===== src/rtl/alu_seq_ctrl_if.sv =====
// alu_seq_ctrl_if: request/status and datapath-control bundle of the ALU sequencer
interface alu_seq_ctrl_if;
    logic       start;
    logic [4:0] opcode;
    logic       busy;
    logic       done;
    logic       err;
    logic       Ra_out;
    logic       Yin;
    logic       Rb_out;
    logic [4:0] alu_op;
    logic       Zin;
    logic       Zlo_out;
    logic       Zhi_out;
    logic       Rd_in;
    logic       LOin;
    logic       HIin;
    modport master (
        output start, opcode,
        input  busy, done, err, Ra_out, Yin, Rb_out, alu_op, Zin, Zlo_out, Zhi_out, Rd_in, LOin, HIin
    );
    modport slave (
        input  start, opcode,
        output busy, done, err, Ra_out, Yin, Rb_out, alu_op, Zin, Zlo_out, Zhi_out, Rd_in, LOin, HIin
    );
endinterface


===== src/rtl/alu_seq_ctrl.sv =====
// alu_seq_ctrl: single-bus ALU sequencer, LOADA/EXEC/writeback with multi-cycle mul/div
module alu_seq_ctrl #(
    parameter int wordSize   = 32,
    parameter int MUL_CYCLES = 2,
    parameter int DIV_CYCLES = 4
) (
    input logic         clk,
    input logic         clr,
    alu_seq_ctrl_if.slave bus
);
    if (wordSize < 1) $error("wordSize must be positive");
    if (MUL_CYCLES < 1 || MUL_CYCLES > 15) $error("MUL_CYCLES out of range 1-15");
    if (DIV_CYCLES < 1 || DIV_CYCLES > 15) $error("DIV_CYCLES out of range 1-15");
    typedef enum logic [2:0] {IDLE, LOADA, EXEC, WB_LO, WB_HI, DONE} state_t;
    state_t     state, state_n;
    logic [4:0] op_q, op_n;
    logic [3:0] cnt, cnt_n;
    logic       md;
    assign md = op_q == 5'd3 || op_q == 5'd4;
    always_ff @(posedge clk) begin
        if (clr) begin
            state <= IDLE;
            op_q  <= 5'd0;
            cnt   <= 4'd0;
        end else begin
            state <= state_n;
            op_q  <= op_n;
            cnt   <= cnt_n;
        end
    end
    always_comb begin
        state_n = state;
        op_n    = op_q;
        cnt_n   = cnt;
        case (state)
            IDLE: if (bus.start) begin
                op_n    = bus.opcode;
                state_n = (bus.opcode == 5'd0 || bus.opcode[4]) ? DONE : LOADA;
            end
            LOADA: begin
                state_n = EXEC;
                cnt_n   = op_q == 5'd3 ? 4'(MUL_CYCLES - 1) : op_q == 5'd4 ? 4'(DIV_CYCLES - 1) : 4'd0;
            end
            EXEC: if (cnt == 4'd0) state_n = WB_LO; else cnt_n = cnt - 4'd1;
            WB_LO: state_n = md ? WB_HI : DONE;
            WB_HI: state_n = DONE;
            DONE: state_n = IDLE;
            default: state_n = IDLE;
        endcase
    end
    assign bus.busy    = state != IDLE;
    assign bus.done    = state == DONE;
    assign bus.err     = state == DONE && op_q[4];
    assign bus.Ra_out  = state == LOADA;
    assign bus.Yin     = state == LOADA;
    assign bus.Rb_out  = state == EXEC;
    assign bus.alu_op  = state == EXEC ? op_q : 5'd0;
    assign bus.Zin     = state == EXEC && cnt == 4'd0;
    assign bus.Zlo_out = state == WB_LO;
    assign bus.Rd_in   = state == WB_LO && !md;
    assign bus.LOin    = state == WB_LO && md;
    assign bus.Zhi_out = state == WB_HI;
    assign bus.HIin    = state == WB_HI;
endmodule


===== src/flat_wrapper.sv =====
// flat-port wrapper written by rule: the top's interface ports become plain ports
module alu_seq_ctrl_flat 
#(
    parameter int wordSize   = 32,
    parameter int MUL_CYCLES = 2,
    parameter int DIV_CYCLES = 4
)
  (clk, clr, bus_start, bus_opcode, bus_busy, bus_done, bus_err, bus_Ra_out, bus_Yin, bus_Rb_out, bus_alu_op, bus_Zin, bus_Zlo_out, bus_Zhi_out, bus_Rd_in, bus_LOin, bus_HIin);
  alu_seq_ctrl_if bus_i ();
  input logic clk;
  input logic clr;
  input wire logic [$bits(bus_i.start)-1:0] bus_start;
  input wire logic [$bits(bus_i.opcode)-1:0] bus_opcode;
  output wire logic [$bits(bus_i.busy)-1:0] bus_busy;
  output wire logic [$bits(bus_i.done)-1:0] bus_done;
  output wire logic [$bits(bus_i.err)-1:0] bus_err;
  output wire logic [$bits(bus_i.Ra_out)-1:0] bus_Ra_out;
  output wire logic [$bits(bus_i.Yin)-1:0] bus_Yin;
  output wire logic [$bits(bus_i.Rb_out)-1:0] bus_Rb_out;
  output wire logic [$bits(bus_i.alu_op)-1:0] bus_alu_op;
  output wire logic [$bits(bus_i.Zin)-1:0] bus_Zin;
  output wire logic [$bits(bus_i.Zlo_out)-1:0] bus_Zlo_out;
  output wire logic [$bits(bus_i.Zhi_out)-1:0] bus_Zhi_out;
  output wire logic [$bits(bus_i.Rd_in)-1:0] bus_Rd_in;
  output wire logic [$bits(bus_i.LOin)-1:0] bus_LOin;
  output wire logic [$bits(bus_i.HIin)-1:0] bus_HIin;
  assign bus_i.start = bus_start;
  assign bus_i.opcode = bus_opcode;
  assign bus_busy = bus_i.busy;
  assign bus_done = bus_i.done;
  assign bus_err = bus_i.err;
  assign bus_Ra_out = bus_i.Ra_out;
  assign bus_Yin = bus_i.Yin;
  assign bus_Rb_out = bus_i.Rb_out;
  assign bus_alu_op = bus_i.alu_op;
  assign bus_Zin = bus_i.Zin;
  assign bus_Zlo_out = bus_i.Zlo_out;
  assign bus_Zhi_out = bus_i.Zhi_out;
  assign bus_Rd_in = bus_i.Rd_in;
  assign bus_LOin = bus_i.LOin;
  assign bus_HIin = bus_i.HIin;
  alu_seq_ctrl #(.wordSize(wordSize), .MUL_CYCLES(MUL_CYCLES), .DIV_CYCLES(DIV_CYCLES)) u_core (.clk(clk), .clr(clr), .bus(bus_i));
endmodule

===== config.mk =====
export PLATFORM = sky130hd
export DESIGN_NAME = alu_seq_ctrl_flat
export DESIGN_NICKNAME = d
export VERILOG_FILES = /design/src/rtl/alu_seq_ctrl_if.sv /design/src/rtl/alu_seq_ctrl.sv /design/src/flat_wrapper.sv
export SDC_FILE = /design/constraint.sdc
export NUM_CORES = 1
export LEC_CHECK = 0
export ABC_AREA = 1
export ABC_CLOCK_PERIOD_IN_PS = 1600
export CAP_MARGIN = 20
export CORE_ASPECT_RATIO = 1.2
export CORE_UTILIZATION = 42
export CTS_CLUSTER_DIAMETER = 100
export DETAILED_ROUTE_END_ITERATION = 16
export PLACE_DENSITY_LB_ADDON = 0.05
export SLEW_MARGIN = 10
export SYNTH_ARGS = -nofsm -noshare
export SYNTH_HDL_FRONTEND = slang
export SYNTH_SLANG_ARGS = --single-unit

===== constraint.sdc =====
create_clock -name clk -period 1.6 [get_ports clk]
set_clock_uncertainty 0.05 [all_clocks]
set_input_delay 0.16 -clock clk [delete_from_list [all_inputs] [get_ports clk]]
set_output_delay 0.16 -clock clk [all_outputs]
set_load 0.01 [all_outputs]

### After elaboration in Yosys (flattened, before gate mapping)

Index checks and enable logic that the tools add are counted.

| word-level totals | value |
|---|---|
| register bits after elaboration | 12 |
| input port bits | 8 |
| word-level logic and storage cells | 39 |

| cells by class | value |
|---|---|
| mux-type cells | 10 |
| equality and inequality tests | 10 |
| reduce and logical (&&, ||, !) cells | 15 |
| add/subtract/negate cells | 1 |

Operators by type and width:

| kind | number |
|---|---|
| 3-bit one-hot mux with 5 select lines | 1 |
| 3-bit two-way mux | 3 |
| 4-bit two-way mux | 2 |
| 4-bit one-hot mux with 2 select lines | 1 |
| 3-bit by 2-bit equality test with 1-bit output, second input constant | 2 |
| 3-bit equality test, second input constant | 2 |
| 2-bit AND reduction | 3 |
| 5-bit by 2-bit equality test with 1-bit output, second input constant | 1 |
| 5-bit by 3-bit equality test with 1-bit output, second input constant | 1 |
| 5-bit zero test | 1 |
| 5-bit two-way mux | 1 |
| 1-bit logical AND | 4 |
| 4-bit zero test | 1 |
| 2-bit inequality test, second input constant | 2 |
| 4-bit by 1-bit subtractor with 4-bit output, second input constant | 1 |
| 3-bit by 1-bit equality test with 1-bit output, second input constant | 1 |
| 3-bit zero test | 1 |
| 3-bit nonzero test | 1 |
| 1-bit logical OR | 2 |
| 2-bit two-way mux | 1 |
| 2-bit by 1-bit inequality test with 1-bit output, second input constant | 1 |
| 2-bit nonzero test | 1 |
| 1-bit zero test | 1 |
| 1-bit two-way mux | 1 |

### Longest topological paths before layout

Gate-level depths: netlist (run 1).

| depth | value |
|---|---|
| depth after elaboration | 5 |
| gate-level depth with buffers | 8 |
| depth with buffers taken out | 8 |

### Worst setup path after synthesis (run 1)

OpenSTA, ideal clock, no wires.

| timing path | value |
|---|---|
| path kind | reg-to-output |
| from | register u_core.state[0] |
| to | output port bus_Rd_in |
| slack | 0.361 ns |
| arrival time | 1.029 ns |
| stages on the path, launching flop included | 5 |
| data required time | 1.390 ns |
| cells stage by stage | dfxtp_1 > inv_2 > nor3_1 > nand2_1 > inv_1 |

| on the way | value |
|---|---|
| word-level cells in the longest chain between the ends | 2 |

Ends and longest elaborated chain:

| item | line | RTL |
|---|---|---|
| start, declared | alu_seq_ctrl.sv:15 | `state_t state, state_n;` |
| start signal, assigned | alu_seq_ctrl.sv:26 | `state <= state_n;` |
| 3-bit by 2-bit equality test with 1-bit output | - |  |
| via bus_Zlo_out | flat_wrapper.sv:22 | `output wire logic [$bits(bus_i.Zlo_out)-1:0] bus_Zlo_out;` |
| 1-bit logical AND | alu_seq_ctrl.sv:60 | `assign bus.Rd_in = state == WB_LO && !md;` |
| end, declared | flat_wrapper.sv:24 | `output wire logic [$bits(bus_i.Rd_in)-1:0] bus_Rd_in;` |

The timed path passes the listed nets, and every way through them passes these cells.

### Worst setup path after layout (run 1)

| timing path | value |
|---|---|
| from | register u_core.state[0] |
| to | output port bus_alu_op[0] |

| on the way | value |
|---|---|
| word-level cells in the longest chain between the ends | 2 |

Ends and longest elaborated chain:

| item | line | RTL |
|---|---|---|
| 3-bit by 2-bit equality test with 1-bit output | alu_seq_ctrl.sv:57 | `assign bus.alu_op = state == EXEC ? op_q : 5'd0;` |
| 5-bit two-way mux | alu_seq_ctrl.sv:57 |  |
| end, declared | flat_wrapper.sv:20 | `output wire logic [$bits(bus_i.alu_op)-1:0] bus_alu_op;` |

No other way between the ends.

==> run_results.csv, run 1 <==
group,metric,value,unit
run_status,outcome,"completed",
timing,finalSetupViolCount,0,
yosys,post_synth_xor_area_fraction,0,%
setup_path,crit_top_cell,"sky130_fd_sc_hd__inv_2",
clocking,buffer_depth_of_the_longest_clock_path,2,
timing,worst_pin_slew,0.254,ns
power_and_ir_drop,leakage,0.510,nW
yosys,synth-compound-area-share,12.0,%
timing,max-slew-margin-rel,83.0,%
cells_and_area,layout.nets,153,
timing,finalCriticalPeriod,1.53,ns
detailed_routing,drt_wl_total,1.64,mm
floorplan,initial_core_util,45.6,%
floorplan,fp.dieH,45.7,µm
yosys,syn-num-nets,116,
clocking,cts.root.buffer_cell,"sky130_fd_sc_hd__clkbuf_4",
clocking,cts_num_sinks,12,
place,numPortBuffers,24,
cells_and_area,postLayoutCoreUtil,69.0,%
global_route,number_of_global_route_vias_before_repair,639,
timing,maximum_clock_frequency,655,MHz
place,detailed_place_hpwl,1.21,mm
global_route,overflow,0,
detailed_routing,ant_nets,0,
detailed_routing,detail_route.vias_per_cell,4.77,
setup_path,r2r.worst_path.cells,9,
clocking,path_clk_slew,0.07,ns
setup_path,critical_path.startpoint_type,"register",
yosys,syn_area_per_cell,6.23,µm²
power_and_ir_drop,ir_worst_vdd,1.06,mV
place,gp_congestion,0.678,
floorplan,fp.dieW,38.4,µm
yosys,yosys_warnings,0,
timing,layout_worst_path_cycle_share,95.4,%
yosys,synth-seq-area-share,36.0,%
global_route,global_route_wire_length_before_repair,2.55,mm
detailed_routing,routed-via-count,758,
yosys,synth_top_family_by_area,"simple AND/OR/NAND/NOR gates",
timing,finalHoldViolations,0,
timing,max_transition_viols_final,0,
setup_path,endpoint_kind,"primary output",
floorplan,core-area,1460,µm²
floorplan,pin_count,25,
clocking,number_of_buffers_inserted_during_clock_tree_synthesis,3,
floorplan,full_die_area,1750,µm²
global_route,grt_antenna_before_repair,0,
clocking,cts_hold_buf,0,
yosys,yosysUniqueCellTypes,15,
detailed_routing,drt_iter0_markers,17,
detailed_routing,drt_pre_antenna_iters,4,
clocking,worstSkewPairLatency,0.27,ns
yosys,yosys_register_bits,12,
detailed_routing,drc_errors,0,
cells_and_area,most_frequent_standard_cell_in_the_layout_excluding_fill_and_tap_cells,"sky130_fd_sc_hd__nor2_1",
clocking,clock_tree_from_tritoncts,"built",
yosys,synth_fa_ha_area_share,1.88,%
clocking,h_tree_lvl_count,1,
setup_path,path_cells,"inv_2, nand2_1, nor2_4, inv_2, nor2_1, clkdlybuf4s15_1",
cells_and_area,layout.cells.most_common_list,"sky130_fd_sc_hd__nor2_1, sky130_fd_sc_hd__nand2_1, sky130_fd_sc_hd__inv_1",
floorplan,placement_rows,15,
setup_path,critPathArrivalTime,1.32,ns
detailed_routing,drt-wirelength-per-cell,10.3,µm
setup_path,critPathMaxFanout,8,
setup_path,worst_path_largest_cell_delay,0.32,ns
setup_path,critical_path.slowest_cell,"sky130_fd_sc_hd__dfxtp_1",
global_route,track_usage,21.0,%
cells_and_area,area_delta_synth_final,51.4,%
setup_path,required_worst_endpoint,1.39,ns
setup_path,path_class,"reg -> out",
job,maxCapViolations,0,
min_path,whs_path_depth,2,
timing,fin_setup_tns,0,ns
cells_and_area,num_antenna_cells,0,
cells_and_area,post_route_cells_drive_above_1_share,21.1,%
global_route,grt_start_max_net_pins,11,
power_and_ir_drop,report.power.total,1.63,mW
power_and_ir_drop,power_per_cell_area,1610,nW/µm²
min_path,hp-class,"in -> reg",
yosys,synth.cell_area,667,µm²
yosys,muxShareOfSynthArea,0,%
yosys,yosys.area_share.simple,37.7,%
yosys,syn_inst,107,
## report_power, final
part	internal (mW)	switching (mW)
clock	0.0870	0.0945
combinational	0.408	0.532
sequential	0.416	0.0880
total	0.911	0.714
## Yosys cell counts
| master | count | area, µm² |
|---|---|---|
| sky130_fd_sc_hd__nor2_1 | 24 | 90.1 |
| sky130_fd_sc_hd__nand2_1 | 20 | 75.1 |
| sky130_fd_sc_hd__inv_1 | 17 | 63.8 |
| sky130_fd_sc_hd__dfxtp_1 | 12 | 240 |
| sky130_fd_sc_hd__a21oi_1 | 9 | 45.0 |
| sky130_fd_sc_hd__o21ai_0 | 7 | 35.0 |
| sky130_fd_sc_hd__nand3_1 | 6 | 30.0 |
| sky130_fd_sc_hd__nor3_1 | 3 | 15.0 |
| sky130_fd_sc_hd__buf_4 | 2 | 15.0 |
| sky130_fd_sc_hd__nor4_1 | 2 | 12.5 |
| sky130_fd_sc_hd__ha_1 | 1 | 12.5 |
| sky130_fd_sc_hd__inv_2 | 1 | 3.75 |
| sky130_fd_sc_hd__nand2_2 | 1 | 6.26 |
| sky130_fd_sc_hd__nand2_4 | 1 | 11.3 |
| sky130_fd_sc_hd__nor2_4 | 1 | 11.3 |
## final timing paths
path,endpoint,slack (ns),startpoint
max,bus_alu_op[0],0.07,u_core.state[0]$_SDFFE_PP0P_
min,u_core.state[1]$_SDFFE_PP0P_,0.41,clr
max reg2reg,u_core.cnt[1]$_SDFFE_PP0P_,0.29,u_core.state[0]$_SDFFE_PP0P_
min reg2reg,u_core.op_q[3]$_SDFFE_PP0P_,0.43,u_core.op_q[3]$_SDFFE_PP0P_
## area by class of cell
class / instances / area (µm²)
Timing Repair Buffer: 34 / 288
Fill cell: 140 / 454
Tap cell: 17 / 21.3
Multi-Input combinational cell: 75 / 365
Inverter: 18 / 67.6
Clock buffer: 3 / 22.5
Sequential cell: 12 / 245
## registers in the layout, summed over array words and instances, names as in the netlist
| signal | count |
|---|---|
| u_core.state | 3 |
| u_core.cnt | 4 |
| u_core.op_q | 5 |
## worst max-delay path, delay by kind of cell, from the launching register on
| kind | cells | cell delay, ns |
|---|---|---|
| buffers and inverters | 3 | 0.43 |
| flip-flops | 1 | 0.32 |
| AND/OR/NAND/NOR | 3 | 0.29 |
## cells by family (layout without fill, tap and decap cells)
group / after synthesis / count (layout)
AOI/OAI and AO/OA: 16 / 16
buffers and inverters: 20 / 55
DFF: 12 / 12
adders and majority gates: 1 / 1
and+or+nand+nor: 58 / 58
## metal layers
layer	wire length (µm)	vias to the layer above	GRT usage [%]
li1	-	406	-
met1	756	329	27.2
met2	790	19	32.9
met3	60	4	4.41
met4	34	0	10.3
met5	0	-	0
## stage by stage
stage          std cells  setup slack (ns)  hold slack [ns]  instance area, µm²
3_3_place_gp         154            0.0149            0.413                 973
5_1_grt              159           -0.0108            0.400                1010
2_1_floorplan        107             0.361            0.179                 667
4_1_cts              157           0.00195            0.405                 991
3_5_place_dp         154            0.0115            0.418                 973
6_report             159            0.0732            0.413                1010
## timing repair
item	4_1_cts	5_1_grt
resized for setup	26	13
hold endpoints to repair	0	0
setup buffers	0	2
endpoints found under the setup margin	17	8
Note: power is estimated with default switching activity, not from simulation.
==> run 2, diff against run 1 <==
--- a/config.mk
+++ b/config.mk
@@ -12,7 +12,8 @@
 export CORE_UTILIZATION = 42
 export CTS_CLUSTER_DIAMETER = 100
 export DETAILED_ROUTE_END_ITERATION = 16
-export PLACE_DENSITY_LB_ADDON = 0.05
+export PLACE_DENSITY = 0.75
+export REMOVE_ABC_BUFFERS = 1
 export SLEW_MARGIN = 10
 export SYNTH_ARGS = -nofsm -noshare
 export SYNTH_HDL_FRONTEND = slang
==> run 2 against run 1 <==
Net effect:
- die area unchanged
- register-to-register slack worse by 0.04 ns
- via count up 2.2%
- fmax fell by 1.8%
- combinational power is 1% higher
- design area up 0.50%
- core utilization rose by 0.34 points
- sequential cell count is the same
- largest power group unchanged
==> run_results.csv, run 2 (synthesis results as in run 1) <==
group,metric,value,unit
run_status,outcome,"completed",
detailed_routing,drc_errors,0,
floorplan,fp.dieW,38.4,µm
setup_path,path_cells,"inv_1, buf_4, nand3_1, inv_1, dlygate4sd2_1",
place,numPortBuffers,24,
detailed_routing,drt_iter0_markers,5,
clocking,number_of_buffers_inserted_during_clock_tree_synthesis,3,
clocking,h_tree_lvl_count,1,
timing,maximum_clock_frequency,643,MHz
min_path,hp-class,"in -> reg",
setup_path,timing.critical_path.buf_inv,4,
place,post-place-ws,-0.00864,ns
floorplan,pin_count,25,
detailed_routing,routed-via-count,775,
clocking,cts_num_sinks,12,
global_route,overflow,0,
cells_and_area,largest_register_ff_count,5,
clocking,worstSkewPairLatency,0.29,ns
cells_and_area,num_antenna_cells,0,
clocking,clock_tree_from_tritoncts,"built",
setup_path,regToRegStartpoint,"u_core.state[0]$_SDFFE_PP0P_",
global_route,number_of_global_route_vias_before_repair,678,
global_route,track_usage,22.0,%
global_route,global_route_wire_length_before_repair,2.69,mm
power_and_ir_drop,ir_worst_vdd,0.968,mV
clocking,buffer_depth_of_the_longest_clock_path,2,
setup_path,r2r.worst_path.cells,8,
place,postPlaceCellArea,988,µm²
clocking,cts.root.buffer_cell,"sky130_fd_sc_hd__clkbuf_4",
setup_path,path_delay_family,"buffers and inverters",
setup_path,worst_path_largest_cell_delay,0.41,ns
timing,max_transition_viols_final,0,
power_and_ir_drop,power_per_cell_area,1700,nW/µm²
cells_and_area,most_frequent_standard_cell_in_the_layout_excluding_fill_and_tap_cells,"sky130_fd_sc_hd__nor2_1",
timing,layout_worst_path_cycle_share,97.2,%
clocking,path_clk_slew,0.08,ns
global_route,grt_antenna_before_repair,0,
setup_path,crit_top_cell,"sky130_fd_sc_hd__inv_1",
detailed_routing,drt_pre_antenna_iters,4,
setup_path,path_class,"reg -> out",
cells_and_area,postLayoutCoreUtil,69.3,%
floorplan,core-area,1460,µm²
timing,worst_pin_slew,0.265,ns
power_and_ir_drop,report.power.total,1.72,mW
min_path,whs_path_depth,2,
cells_and_area,layout.cells.most_common_list,"sky130_fd_sc_hd__nor2_1, sky130_fd_sc_hd__nand2_1, sky130_fd_sc_hd__inv_1",
power_and_ir_drop,leakage,0.513,nW
setup_path,critical_path.slowest_cell,"sky130_fd_sc_hd__dfxtp_4",
cells_and_area,biggestRegsByFlops,"u_core.op_q: 5 flops, u_core.cnt: 4 flops, u_core.state: 3 flops",
cells_and_area,n_fill_cell,145,
floorplan,initial_core_util,45.6,%
cells_and_area,largest_reg_by_ff_count,"u_core.op_q",
timing,finalSetupViolCount,0,
setup_path,critical_path.reg2reg.endpoint,"u_core.op_q[1]$_SDFFE_PP0P_",
setup_path,required_worst_endpoint,1.39,ns
detailed_routing,ant_nets,0,
job,maxCapViolations,0,
min_path,worst_hold_startpoint,"clr",
detailed_routing,drt-wirelength-per-cell,11.3,µm
cells_and_area,post_route_cells_drive_above_1_share,22.4,%
cells_and_area,layout.cell_area.non_filler,1010,µm²
floorplan,fp.dieH,45.7,µm
clocking,postCtsSetupRepairBufs,0,
cells_and_area,layout.nets,153,
cells_and_area,area_delta_synth_final,52.2,%
timing,rsz0062_at_grt,"true",
clocking,cts_hold_buf,0,
floorplan,placement_rows,15,
floorplan,full_die_area,1750,µm²
place,detailed_place_hpwl,1.36,mm
place,gp_congestion,0.743,
min_path,holdPathEnd,"u_core.state[1]$_SDFFE_PP0P_",
timing,max-slew-margin-rel,82.2,%
timing,finalHoldViolations,0,
detailed_routing,drt_wl_total,1.80,mm
detailed_routing,detail_route.vias_per_cell,4.84,
setup_path,endpoint_kind,"primary output",
timing,finalCriticalPeriod,1.55,ns
setup_path,critPathMaxFanout,7,
setup_path,critPathArrivalTime,1.34,ns
global_route,grt_start_max_net_pins,11,
timing,final.setup.worst_slack,0.0456,ns
setup_path,critical_path.startpoint_type,"register",
setup_path,rrSetupSlack,0.25,ns
run 2: timing repair:
action,in CTS,in global routing
setup endpoints to repair,17,9
gates resized for setup,26,17
pin swaps,0,1
run 2: per-layer routing:
layer	up-vias	wire, µm	share of wire, %	global-route usage [%]
met3	5	69	3.8	4.41
met1	349	793	44	25.5
met4	0	32	1.8	10.3
li1	404	-	-	-
met5	-	0	0	0
met2	17	907	50	38.0
run 2: final cells by class:
cell class	instances	area, µm²	share of cell area [%]
repair buffers	34	279	27.5
inverters	18	67.6	6.66
multi-input cells	75	364	35.9
clock buffers	4	36.3	3.58
well taps	17	21.3	2.10
flip-flops and latches	12	246	24.3
run 2: power breakdown:
part / switching [mW] / internal (mW)
clock: 0.121 / 0.139
sequential: 0.0910 / 0.418
combinational: 0.540 / 0.414
run 2: worst max path at each step:
| stage | from | endpoint | depth (start not counted) |
|---|---|---|---|
| floorplan | u_core.state[0]$_SDFFE_PP0P_ | bus_Rd_in | 4 |
| global placement | u_core.state[2]$_SDFFE_PP0P_ | bus_err | 3 |
| detailed placement | u_core.state[2]$_SDFFE_PP0P_ | bus_Zhi_out | 4 |
| CTS | u_core.state[0]$_SDFFE_PP0P_ | bus_busy | 6 |
| global route | u_core.op_q[1]$_SDFFE_PP0P_ | bus_LOin | 6 |
| finish | u_core.state[2]$_SDFFE_PP0P_ | bus_Ra_out | 5 |
run 2: metrics by stage:
stage	std cells	hold slack [ns]	TNS [ns]
finish	160	0.391	0
global route	160	0.401	-0.00874
CTS	160	0.392	0
detailed placement	156	0.413	-0.0133
global placement	156	0.412	0
floorplan	105	0.179	0
run 2: worst reg2reg max path: stages (launching register included):
cell and delay [ns]:
sky130_fd_sc_hd__dfxtp_1 0.32, sky130_fd_sc_hd__inv_2 0.08, sky130_fd_sc_hd__buf_4 0.12, sky130_fd_sc_hd__nand2_2 0.08, sky130_fd_sc_hd__nor2_4 0.13, sky130_fd_sc_hd__buf_4 0.12, sky130_fd_sc_hd__nand2_2 0.10, sky130_fd_sc_hd__o21ai_0 0.18
sky130_fd_sc_hd__a21oi_1 0.07
